--- src/rtl/inst_prefetch_queue_if.sv ---
// rtl/inst_prefetch_queue_if.sv - ROM fetch and ID handoff signals of the instruction prefetch queue
interface inst_prefetch_queue_if #(
    parameter int AW = 32,
    parameter int DW = 32,
    parameter int CW = 3
);
    logic          ice;
    logic [AW-1:0] iaddr;
    logic [DW-1:0] inst;
    logic          redirect;
    logic [AW-1:0] redirect_pc;
    logic          id_valid;
    logic [AW-1:0] id_pc;
    logic [DW-1:0] id_inst;
    logic          id_ready;
    logic [CW-1:0] count;

    modport master (
        output ice, iaddr, id_valid, id_pc, id_inst, count,
        input  inst, redirect, redirect_pc, id_ready
    );

    modport slave (
        input  ice, iaddr, id_valid, id_pc, id_inst, count,
        output inst, redirect, redirect_pc, id_ready
    );
endinterface

--- src/rtl/inst_prefetch_queue.sv ---
// rtl/inst_prefetch_queue.sv - DEPTH-entry instruction prefetch queue between the ROM and ID
module inst_prefetch_queue #(
    parameter int            DEPTH    = 4,
    parameter int            AW       = 32,
    parameter int            DW       = 32,
    parameter logic [AW-1:0] RESET_PC = '0
) (
    input  logic                  cpu_clk_50M,
    input  logic                  cpu_rst,
    inst_prefetch_queue_if.master bus
);
    localparam int PW = $clog2(DEPTH);
    localparam int CW = PW + 1;
    localparam logic [CW:0] FULL = (CW+1)'(DEPTH);

    logic [AW-1:0] fpc;
    logic [AW-1:0] rq_pc;
    logic [PW-1:0] rp;
    logic [PW-1:0] wp;
    logic [CW-1:0] cnt;
    logic          inflight;
    logic [AW-1:0] pc_mem   [DEPTH];
    logic [DW-1:0] inst_mem [DEPTH];

    logic [CW:0] credit;
    logic        pop;
    logic        push;
    logic        issue;

    // Credit counts the outstanding read so a full queue can only refill through a pop.
    assign credit = {1'b0, cnt} + (CW+1)'(inflight);
    assign pop    = (cnt != '0) && bus.id_ready;
    assign push   = inflight && !bus.redirect;
    assign issue  = !cpu_rst && !bus.redirect &&
                    ((credit < FULL) || ((credit == FULL) && pop));

    assign bus.ice      = issue;
    assign bus.iaddr    = fpc;
    assign bus.id_valid = (cnt != '0);
    assign bus.id_pc    = pc_mem[rp];
    assign bus.id_inst  = inst_mem[rp];
    assign bus.count    = cnt;

    always_ff @(posedge cpu_clk_50M or posedge cpu_rst) begin
        if (cpu_rst) begin
            fpc      <= RESET_PC;
            rq_pc    <= '0;
            rp       <= '0;
            wp       <= '0;
            cnt      <= '0;
            inflight <= 1'b0;
            for (int i = 0; i < DEPTH; i++) begin
                pc_mem[i]   <= '0;
                inst_mem[i] <= '0;
            end
        end else if (bus.redirect) begin
            // Any response arriving now belongs to the old stream and is dropped.
            fpc      <= bus.redirect_pc;
            rp       <= '0;
            wp       <= '0;
            cnt      <= '0;
            inflight <= 1'b0;
        end else begin
            inflight <= issue;
            if (issue) begin
                fpc   <= fpc + AW'(4);
                rq_pc <= fpc;
            end
            if (push) begin
                pc_mem[wp]   <= rq_pc;
                inst_mem[wp] <= bus.inst;
                wp           <= wp + PW'(1);
            end
            if (pop) begin
                rp <= rp + PW'(1);
            end
            cnt <= cnt + CW'(push) - CW'(pop);
        end
    end
endmodule

--- src/flat_wrapper.sv ---
// flat-port wrapper written by rule: the top's interface ports become plain ports
module inst_prefetch_queue_flat 
#(
    parameter int            DEPTH    = 4,
    parameter int            AW       = 32,
    parameter int            DW       = 32,
    parameter logic [AW-1:0] RESET_PC = '0
)
  (cpu_clk_50M, cpu_rst, bus_ice, bus_iaddr, bus_id_valid, bus_id_pc, bus_id_inst, bus_count, bus_inst, bus_redirect, bus_redirect_pc, bus_id_ready);
  inst_prefetch_queue_if #(.AW(AW), .DW(DW), .CW(3)) bus_i ();
  input  logic cpu_clk_50M;
  input  logic cpu_rst;
  output wire logic [$bits(bus_i.ice)-1:0] bus_ice;
  output wire logic [$bits(bus_i.iaddr)-1:0] bus_iaddr;
  output wire logic [$bits(bus_i.id_valid)-1:0] bus_id_valid;
  output wire logic [$bits(bus_i.id_pc)-1:0] bus_id_pc;
  output wire logic [$bits(bus_i.id_inst)-1:0] bus_id_inst;
  output wire logic [$bits(bus_i.count)-1:0] bus_count;
  input wire logic [$bits(bus_i.inst)-1:0] bus_inst;
  input wire logic [$bits(bus_i.redirect)-1:0] bus_redirect;
  input wire logic [$bits(bus_i.redirect_pc)-1:0] bus_redirect_pc;
  input wire logic [$bits(bus_i.id_ready)-1:0] bus_id_ready;
  assign bus_ice = bus_i.ice;
  assign bus_iaddr = bus_i.iaddr;
  assign bus_id_valid = bus_i.id_valid;
  assign bus_id_pc = bus_i.id_pc;
  assign bus_id_inst = bus_i.id_inst;
  assign bus_count = bus_i.count;
  assign bus_i.inst = bus_inst;
  assign bus_i.redirect = bus_redirect;
  assign bus_i.redirect_pc = bus_redirect_pc;
  assign bus_i.id_ready = bus_id_ready;
  inst_prefetch_queue #(.DEPTH(DEPTH), .AW(AW), .DW(DW), .RESET_PC(RESET_PC)) u_core (.cpu_clk_50M(cpu_clk_50M), .cpu_rst(cpu_rst), .bus(bus_i));
endmodule
--- config.mk ---
export PLATFORM = sky130hd
export DESIGN_NAME = inst_prefetch_queue_flat
export DESIGN_NICKNAME = d
export VERILOG_FILES = /design/src/rtl/inst_prefetch_queue_if.sv /design/src/rtl/inst_prefetch_queue.sv /design/src/flat_wrapper.sv
export SDC_FILE = /design/constraint.sdc
export NUM_CORES = 1
export LEC_CHECK = 0
export CORE_ASPECT_RATIO = 0.9
export CORE_MARGIN = 1.5
export CORE_UTILIZATION = 56
export DETAILED_ROUTE_END_ITERATION = 16
export GPL_TIMING_DRIVEN = 0
export PLACE_DENSITY = 0.8
export SLEW_MARGIN = 20
export SYNTH_ARGS = -nofsm -noshare
export SYNTH_HDL_FRONTEND = slang
export SYNTH_SLANG_ARGS = --single-unit
export TNS_END_PERCENT = 20
--- constraint.sdc ---
create_clock -name cpu_clk_50M -period 12.05 [get_ports cpu_clk_50M]
set_input_delay 1.8075 -clock cpu_clk_50M [delete_from_list [all_inputs] [get_ports cpu_clk_50M]]
set_output_delay 1.8075 -clock cpu_clk_50M [all_outputs]
set_load 0.1 [all_outputs]
Word level (Yosys, flattened, before mapping) --
Index checks and enable logic that the tools add are counted.
Word-level totals: register bits 328, output and inout bits 101
Operators by class: $add $sub $neg 6, $lt $le $gt $ge 4, equality and inequality tests 1, mux-type cells 18, bitwise gates (word level) 3, reduce and logical (&&, ||, !) cells 15
Operators by type and width (count):
- bitwise mux 128 bit | 2
- 2-to-1 mux 32 bit | 7
- binary-select mux 32 bit (select 2 bit) | 2
- demux 32 bit (select 2 bit) | 1
- adder 32 x 3 -> 32 bit (second input constant) | 1
- 2-to-1 mux 2 bit | 4
- greater-or-equal comparator 3 bit (second input constant) | 2
- logical AND 1 bit | 6
- NOT 2 -> 3 bit | 2
- nonzero test 2 bit | 3
- adder 2 x 1 -> 2 bit (second input constant) | 2
- adder 3 x 1 -> 4 bit | 1
- == test 4 x 3 -> 1 bit (second input constant) | 1
- less-than comparator 4 x 3 -> 1 bit (second input constant) | 1
- AND reduction 2 bit | 2
- adder 3 x 1 -> 3 bit | 1
- less-than comparator 3 x 1 -> 1 bit (second input constant) | 1
- 2-to-1 mux 3 bit | 1
- nonzero test 3 bit | 1
- subtractor 3 x 1 -> 3 bit | 1
- zero test 1 bit | 2
- logical OR 1 bit | 1
- 2-to-1 mux 1 bit | 1
- NOT 1 bit | 1

Logic depth before layout (Yosys ltp) --
Gate-level depths: netlist (run 1).
depth after elaboration 7, depth in mapped cells 9

Worst setup path before layout (run 1) --
No wires, ideal clock.
path kind input-to-reg, from in cpu_rst, to reg u_core.fpc[30], in the netlist u_core.bus.iaddr[30], data arrival time 11286 ps, data required time 11968 ps, path slack 682 ps, stages 5, buffers on the path 0, cells stage by stage inv_1 -> nand4_1 -> or3_4 -> or4_1 -> a31oi_1
On the way: cells in the longest elaborated chain, start to end 4
RTL lines:
- from (decl) | line flat_wrapper.sv:12 | input logic cpu_rst;
- zero test 1 bit | line inst_prefetch_queue.sv:34 | assign issue = !cpu_rst && !bus.redirect &&
- logical AND 1 bit (2 in series) | line inst_prefetch_queue.sv:34
- nonzero test 2 bit (no line)
- to (signal assigned) | line inst_prefetch_queue.sv:58 | fpc <= bus.redirect_pc;
- to (signal assigned) | line inst_prefetch_queue.sv:66 | fpc <= fpc + AW'(4);
- to (decl) | line inst_prefetch_queue.sv:16 | logic [AW-1:0] fpc;
Every way passes these cells. A chain may end at the register's enable or synchronous reset.

Worst setup path after layout (run 1) --
from in bus_id_ready, to out bus_ice
On the way: cells in the longest elaborated chain, start to end 4
RTL lines:
- from (decl) | line flat_wrapper.sv:22 | input wire logic [$bits(bus_i.id_ready)-1:0] bus_id_ready;
- logical AND 1 bit | line inst_prefetch_queue.sv:32 | assign pop = (cnt != '0) && bus.id_ready;
- logical AND 1 bit | line inst_prefetch_queue.sv:35 | ((credit < FULL) || ((credit == FULL) && pop));
- logical OR 1 bit | line inst_prefetch_queue.sv:35
- logical AND 1 bit | line inst_prefetch_queue.sv:34
- to (decl) | line flat_wrapper.sv:13 | output wire logic [$bits(bus_i.ice)-1:0] bus_ice;
Every way passes these cells.

==> out/metrics.yaml, run 1 <==
run_status:
  status: "finished clean"
synth:
  netlist_instances: 946
  yosys-top-cells-area: "dfrtp_1 (57%), mux2_2 (23%), mux4_2 (10%)"
  yosys_warnings: 0
  syn_nets: 1025
  netlist_area_sq_um: 14500
  netlist.area_leader.share_pct: 56.8
  syn_area_per_cell_sq_um: 15.3
  synth_top_cell_by_area: "dfrtp_1"
  yosysSeqAreaShare_pct: 56.8
  synth-seq-cells: 328
  synth.most_common_cell: "dfrtp_1"
  synth_cell_types: 42
  ys.flop_type: "dfrtp_1"
  async_reset_ff_share_pct: 100
  synth-edff-count: 0
  synth_common_cells: "dfrtp_1 (328), mux2_2 (292), mux4_2 (64)"
power_and_ir_drop:
  clkPwrFrac_pct: 20.7
  pwr-share-comb_pct: 47.9
  total_power_mw: 5.17
  switchingPower_mw: 2.31
  switching_share_pct: 44.7
  p_per_area_nw_per_um2: 291
  cell_internal_pwr_mw: 2.86
  vdd_drop_max_mv: 0.301
  power_frac_seq_pct: 31.4
  p_leak_nw: 7.83
route:
  wl_per_cell_um: 21.1
  drc: 0
  vias: 8844
  first_iter_violations: 529
  wirelength_um: 31900
  vias_per_cell: 5.83
  ant_nets: 0
  drtPass1Iterations: 5
critical_path:
  ff2ff_setup_slack_ps: 9160
  worstSetupEndpointType: "output port"
  critPathRequiredTime_ps: 10240
  startpoint: "bus_id_ready"
  slowest_stage: "clkdlybuf4s50_1"
  crit_fanout: 10
  critPathLaunchType: "input pin"
  critPathMostFrequentCell: "clkdlybuf4s50_1"
  worstReg2RegEnd: "u_core.rq_pc[2]"
  r2r.worst_path.cells: 8
  reg2reg_from: "u_core.bus.count[0]"
  path_class: "in -> out"
  cpPeakStageDelay_ps: 1210
  critPathArrivalTime_ps: 5110
  endpoint: "bus_ice"
  crit_chain: "clkdlybuf4s50_1 > o31a_1 > a21oi_1 > nand2b_1 > nor2_1 > buf_2 > clkdlybuf4s50_1"
global_routing:
  grt_pass1_vias: 9371
  grtUsageTotal_pct: 24.9
  grt_first_pass_wirelength_um: 51200
  grt_max_degree: 104
  overflow: 0
  antenna_found_initial: 0
cts:
  clkLatencyLatePin_ps: 510
  post-cts-setup-buffer-count: 0
  clock-sinks: 328
  cts_buffer_depth: 3
  hold_buffers: 0
  cts-resized-gates: 0
  clk_pin_slew_worst_paths_ps: 60
  root_buffer: "clkbuf_16"
  cts_tree: "done"
  cts_buffers: 35
  htreeDepth: 2
layout:
  nNetsFinal: 1233
  finish.instance_area_sq_um: 17800
  syn_to_final_growth_pct: 23.1
  diodes: 0
  fin_cells: 1516
  final_layout_size_suffix_gt1_share_pct: 35.8
die:
  coreArea_sq_um: 25300
  start_util_pct: 57.3
  die_width_um: 172
  die-area_sq_um: 26800
  die_h_um: 155
  ios: 169
  std_cell_rows: 55
place:
  place_area_sq_um: 16700
  hpwlAfterDp_um: 21700
  port_buffers: 168
  dp_cells: 1459
  gp_congestion: 0.867
sta:
  grt_setup_unrepaired: "no"
  relSlewSlack_pct: 27.5
  setup_tns_ps: 0
  setup_viol: 0
  final_hold_viol_count: 0
  period_needed_ps: 6920
  fmax_mhz: 144
  post-route-period-util_pct: 57.4
  report.final.slew_viol_count: 0
  worst_slew_pin_slew_ps: 1080
  skew_ps: 14.0
  holdWs_ps: 498
flow_run:
  drv_cap: 0
hold_path:
  hold_class: "reg -> reg"
## state kept, by name, indices dropped and copies added, names as in the netlist
register,cells
u_core.inst_mem,128
u_core.pc_mem,128
u_core.bus.iaddr,32
u_core.rq_pc,32
u_core.bus.count,3
u_core.rp,2
u_core.wp,2
u_core.inflight,1
## metrics by stage
step                      setup slack, ps  utilization, %
after global placement              -3740            65.6
final                                5130            70.5
after floorplan                       682               -
after CTS                            5150            70.5
after detailed placement             5180            66.0
after global routing                 4940            70.5
## metal layers
| layer | track usage (%) | part of all wire (%) | wire length [um] |
|---|---|---|---|
| met1 | 35.4 | 44 | 14100 |
| met3 | 4.45 | 5.9 | 1880 |
| met4 | 7.12 | 2.2 | 707 |
| met5 | 0 | 0 | 0 |
| met2 | 39.7 | 48 | 15300 |
## worst max-delay path: cells and delay by family
family	cells	cell delay, ps
compound gates	2	500
buf+inv	3	2080
simple gates	2	710
## how the worst min path moves through the flow
stage                   startpoint             endpoint  slack [ps]  depth (start not counted)
2_1_floorplan  u_core.inst_mem[32]  u_core.inst_mem[32]         470                          1
3_3_place_gp     u_core.pc_mem[49]    u_core.pc_mem[49]         480                          1
3_5_place_dp   u_core.inst_mem[61]  u_core.inst_mem[61]         490                          1
4_1_cts        u_core.inst_mem[61]  u_core.inst_mem[61]         500                          1
5_1_grt          u_core.pc_mem[56]    u_core.pc_mem[56]         510                          1
6_report          u_core.pc_mem[2]     u_core.pc_mem[2]         500                          1
## final cells by class
cell class              instances  area (sq um)
plain buffers                  54           211
clock buffers                  52          1040
clock inverters                 5           100
fillers                      1724          7450
inverters                       7          33.8
multi-input cells             557          6020
flip-flops and latches        328          8210
well taps                     342           428
repair buffers                171          1760
## logic make-up after synthesis
logic type	after synthesis	share of synthesized area, %
simple gates	122	4.52
buf+inv	61	1.64
flops	328	56.8
mux	360	33.0
xor+xnor	27	1.64
compound gates	37	1.46
fa+ha+maj	11	1.00
## cells in the final DEF, fill, tap and decap left out, types with 2 or more instances in the layout
cell / count
xnor2_1: 21
nand2b_1: 2
or3_1: 2
bufinv_16: 3
clkbuf_1: 50
o31ai_1: 3
nand4_1: 5
xor2_1: 6
ha_1: 10
nor4_1: 13
nor2_1: 13
a22oi_1: 2
and4_1: 3
mux4_2: 64
clkbuf_8: 6
buf_2: 7
and3_4: 2
or4_1: 3
buf_16: 3
buf_1: 6
clkinv_2: 2
mux2_2: 292
nor3_1: 6
a31oi_1: 3
nand2_1: 42
nand3_1: 16
clkbuf_16: 37
mux2i_1: 4
inv_1: 5
dfrtp_1: 328
nor2b_1: 6
a21oi_1: 2
o21ai_0: 24
clkdlybuf4s50_1: 168
## power groups by stage
| stage | clock network, mW | registers, mW | logic [mW] |
|---|---|---|---|
| 4_1_cts | 1.09 | 1.62 | 2.50 |
| 3_5_place_dp | 0 | 1.64 | 2.49 |
| 6_report | 1.07 | 1.62 | 2.48 |
| 2_1_floorplan | 0 | 1.67 | 1.88 |
| 3_3_place_gp | 0 | 1.62 | 2.46 |
| 5_1_grt | 1.14 | 1.67 | 2.57 |
Note: power is estimated with default switching activity, not from simulation.
==> run 2, diff against run 1 <==
Settings changed: CORE_UTILIZATION 56 to 51, PLACE_DENSITY 0.8 to 0.77.
Clock period 12.05 ns to 5.7 ns, I/O delays scaled along.
==> run 2 against run 1 <==
Non-clock buffer count rose by 9. Die area rose by 9.6%. Sequential power rose by 110%. Cell count rose by 2.0%. Worst hold slack improved by 1.5 ps. Largest power group unchanged.
==> out/metrics.yaml, run 2 (same netlist as run 1, synthesis figures left out) <==
run_status:
  status: "finished clean"  # unchanged
route:
  first_iter_violations: 436  # was 529
  vias_per_cell: 5.78  # was 5.83
  wl_per_cell_um: 21.0  # was 21.1 um
  drtPass1Iterations: 5  # unchanged
  wirelength_um: 32500  # was 31,900 um
  drc: 0  # unchanged
  ant_nets: 0  # unchanged
  vias: 8945  # was 8,844
layout:
  diodes: 0  # unchanged
  layout_commonest_cell: "dfrtp_1"  # unchanged
  fin_cells: 1547  # was 1,516
  layout_common_cells: "dfrtp_1 (328), mux2_2 (292), clkdlybuf4s50_1 (168), mux4_2 (64), clkbuf_1 (47)"  # was dfrtp_1 (328), mux2_2 (292), clkdlybuf4s50_1 (168), mux4_2 (64), clkbuf_1 (50)
  nNetsFinal: 1242  # was 1,233
  final_layout_size_suffix_gt1_share_pct: 36.8  # was 35.8%
  syn_to_final_growth_pct: 24.9  # was 23.1%
  final_core_util_pct: 64.6  # was 70.5%
  fillers: 2035  # was 1,724
  reg_top3: "u_core.inst_mem x128, u_core.pc_mem x128"  # unchanged
critical_path:
  r2r.worst_path.cells: 8  # unchanged
  ff2ff_setup_slack_ps: 2700  # was 9160 ps
  crit_buf_inv: 2  # was 3
  cpPeakStageDelay_ps: 1200  # was 1210 ps
  startpoint: "u_core.bus.count[0]"  # was bus_id_ready
  slowest_stage: "clkdlybuf4s50_1"  # unchanged
  worstSetupEndpointType: "output port"  # unchanged
  cp_top_family: "buffers and inverters"  # unchanged
  critPathLaunchType: "flip-flop"  # was input pin
  crit_fanout: 10  # unchanged
  critPathRequiredTime_ps: 4850  # was 10,240 ps
  worstReg2RegEnd: "u_core.rq_pc[6]"  # was u_core.rq_pc[2]
  crit_chain: "ha_1 > ha_1 > nor2_1 > a21oi_1 > nand2b_1 > nor2_1 > buf_2 > clkdlybuf4s50_1"  # was clkdlybuf4s50_1 > o31a_1 > a21oi_1 > nand2b_1 > nor2_1 > buf_2 > clkdlybuf4s50_1
  path_class: "reg -> out"  # was in -> out
  reg2reg_from: "u_core.bus.count[0]"  # unchanged
  critPathArrivalTime_ps: 4200  # was 5110 ps
cts:
  hold_buffers: 0  # unchanged
  post-cts-setup-buffer-count: 0  # unchanged
  cts_buffers: 35  # unchanged
  root_buffer: "clkbuf_16"  # unchanged
  htreeDepth: 2  # unchanged
  cts-resized-gates: 0  # unchanged
  cts_buffer_depth: 3  # unchanged
  clk_pin_slew_worst_paths_ps: 60  # about the same
  clock-sinks: 328  # unchanged
  cts_tree: "done"  # unchanged
  clkLatencyLatePin_ps: 510  # about the same
die:
  start_util_pct: 51.8  # was 57.3%
  std_cell_rows: 58  # was 55
  coreArea_sq_um: 27900  # was 25,300 sq um
  die_h_um: 163  # was 155 um
  ios: 169  # unchanged
  die_width_um: 181  # was 172 um
  die-area_sq_um: 29400  # was 26,800 sq um
sta:
  final_hold_viol_count: 0  # unchanged
  period_needed_ps: 5060
  setup_viol: 0  # unchanged
  skew_ps: 20.1  # was 14.0 ps
  report.final.slew_viol_count: 0  # unchanged
  fmax_mhz: 198
  worst_slew_pin_slew_ps: 1090  # was 1080 ps
  post-route-period-util_pct: 88.8
  grt_setup_unrepaired: "no"  # unchanged
  relSlewSlack_pct: 27.0  # was 27.5%
  setup_ws_ps: 640  # was 5130 ps
power_and_ir_drop:
  switching_share_pct: 44.8  # was 44.7%
  pwr-share-comb_pct: 47.8  # was 47.9%
  power_frac_seq_pct: 31.1  # was 31.4%
  p_leak_nw: 7.92  # was 7.83 nW
  cell_internal_pwr_mw: 6.09  # was 2.86 mW
  clkPwrFrac_pct: 21.1  # was 20.7%
  switchingPower_mw: 4.94  # was 2.31 mW
  p_per_area_nw_per_um2: 610  # was 291 nW/um^2
  vdd_drop_max_mv: 0.456  # was 0.301 mV
  total_power_mw: 11.0  # was 5.17 mW
hold_path:
  min_to: "u_core.inst_mem[115]"  # was u_core.pc_mem[2]
  hold_path_startpoint: "u_core.inst_mem[115]"  # was u_core.pc_mem[2]
  hold_class: "reg -> reg"  # unchanged
  hold_depth: 1  # unchanged
place:
  dp_slack_ps: 720  # was 5180 ps
  gp_congestion: 0.799  # was 0.867
  hpwlAfterDp_um: 22600  # was 21,700 um
  port_buffers: 168  # unchanged
  dp_cells: 1486  # was 1,459
global_routing:
  grt_first_pass_wirelength_um: 53200  # was 51,200 um
  grt_max_degree: 35  # was 104
  grt_pass1_vias: 9550  # was 9,371
  overflow: 0  # unchanged
  antenna_found_initial: 0  # unchanged
  grtUsageTotal_pct: 23.2  # was 24.9%
flow_run:
  drv_cap: 0  # unchanged
==> run 2: how the worst max path moves through the flow <==
stage	endpoint	slack, ps	depth (start not counted)
after floorplan	u_core.bus.iaddr[30]	-1630	5
after global placement	u_core.bus.iaddr[16]	-5020	6
after detailed placement	bus_ice	720	7
after CTS	bus_ice	670	7
after global routing	bus_ice	470	8
final	bus_ice	640	8
==> run 2: power groups by stage <==
| stage | clock network (mW) | registers (mW) | logic [mW] |
|---|---|---|---|
| after floorplan | 0 | 3.54 | 3.98 |
| after global placement | 0 | 3.43 | 5.20 |
| after detailed placement | 0 | 3.46 | 5.29 |
| after CTS | 2.38 | 3.43 | 5.30 |
| after global routing | 2.48 | 3.52 | 5.46 |
| final | 2.33 | 3.43 | 5.26 |
==> run 2: cell type report <==
class                   instances  area [sq um]  area share (%)
repair buffers                180          1940            10.8
clock buffers                  51          1060            5.86
well taps                     360           450            2.49
inverters                       7          30.0           0.166
plain buffers                  54           211            1.17
flip-flops and latches        328          8210            45.4
multi-input cells             557          6020            33.3
clock inverters                10           135           0.748
==> run 2: layer usage <==
layer	share of wire, %	up-vias	wire (um)	track usage, %
li1	-	3951	-	-
met1	45	4686	14600	33.1
met2	47	259	15300	37.0
met3	6.0	49	1950	4.32
met4	2.0	0	652	5.92
met5	0	-	0	0
==> run 2: per-stage QoR <==
step	area, sq um	hold WS [ps]	TNS (ps)
2_1_floorplan	14500	474	-20640
3_3_place_gp	16600	481	-653430
3_5_place_dp	16900	488	0
4_1_cts	18100	501	0
5_1_grt	18100	509	0
6_report	18100	499	0
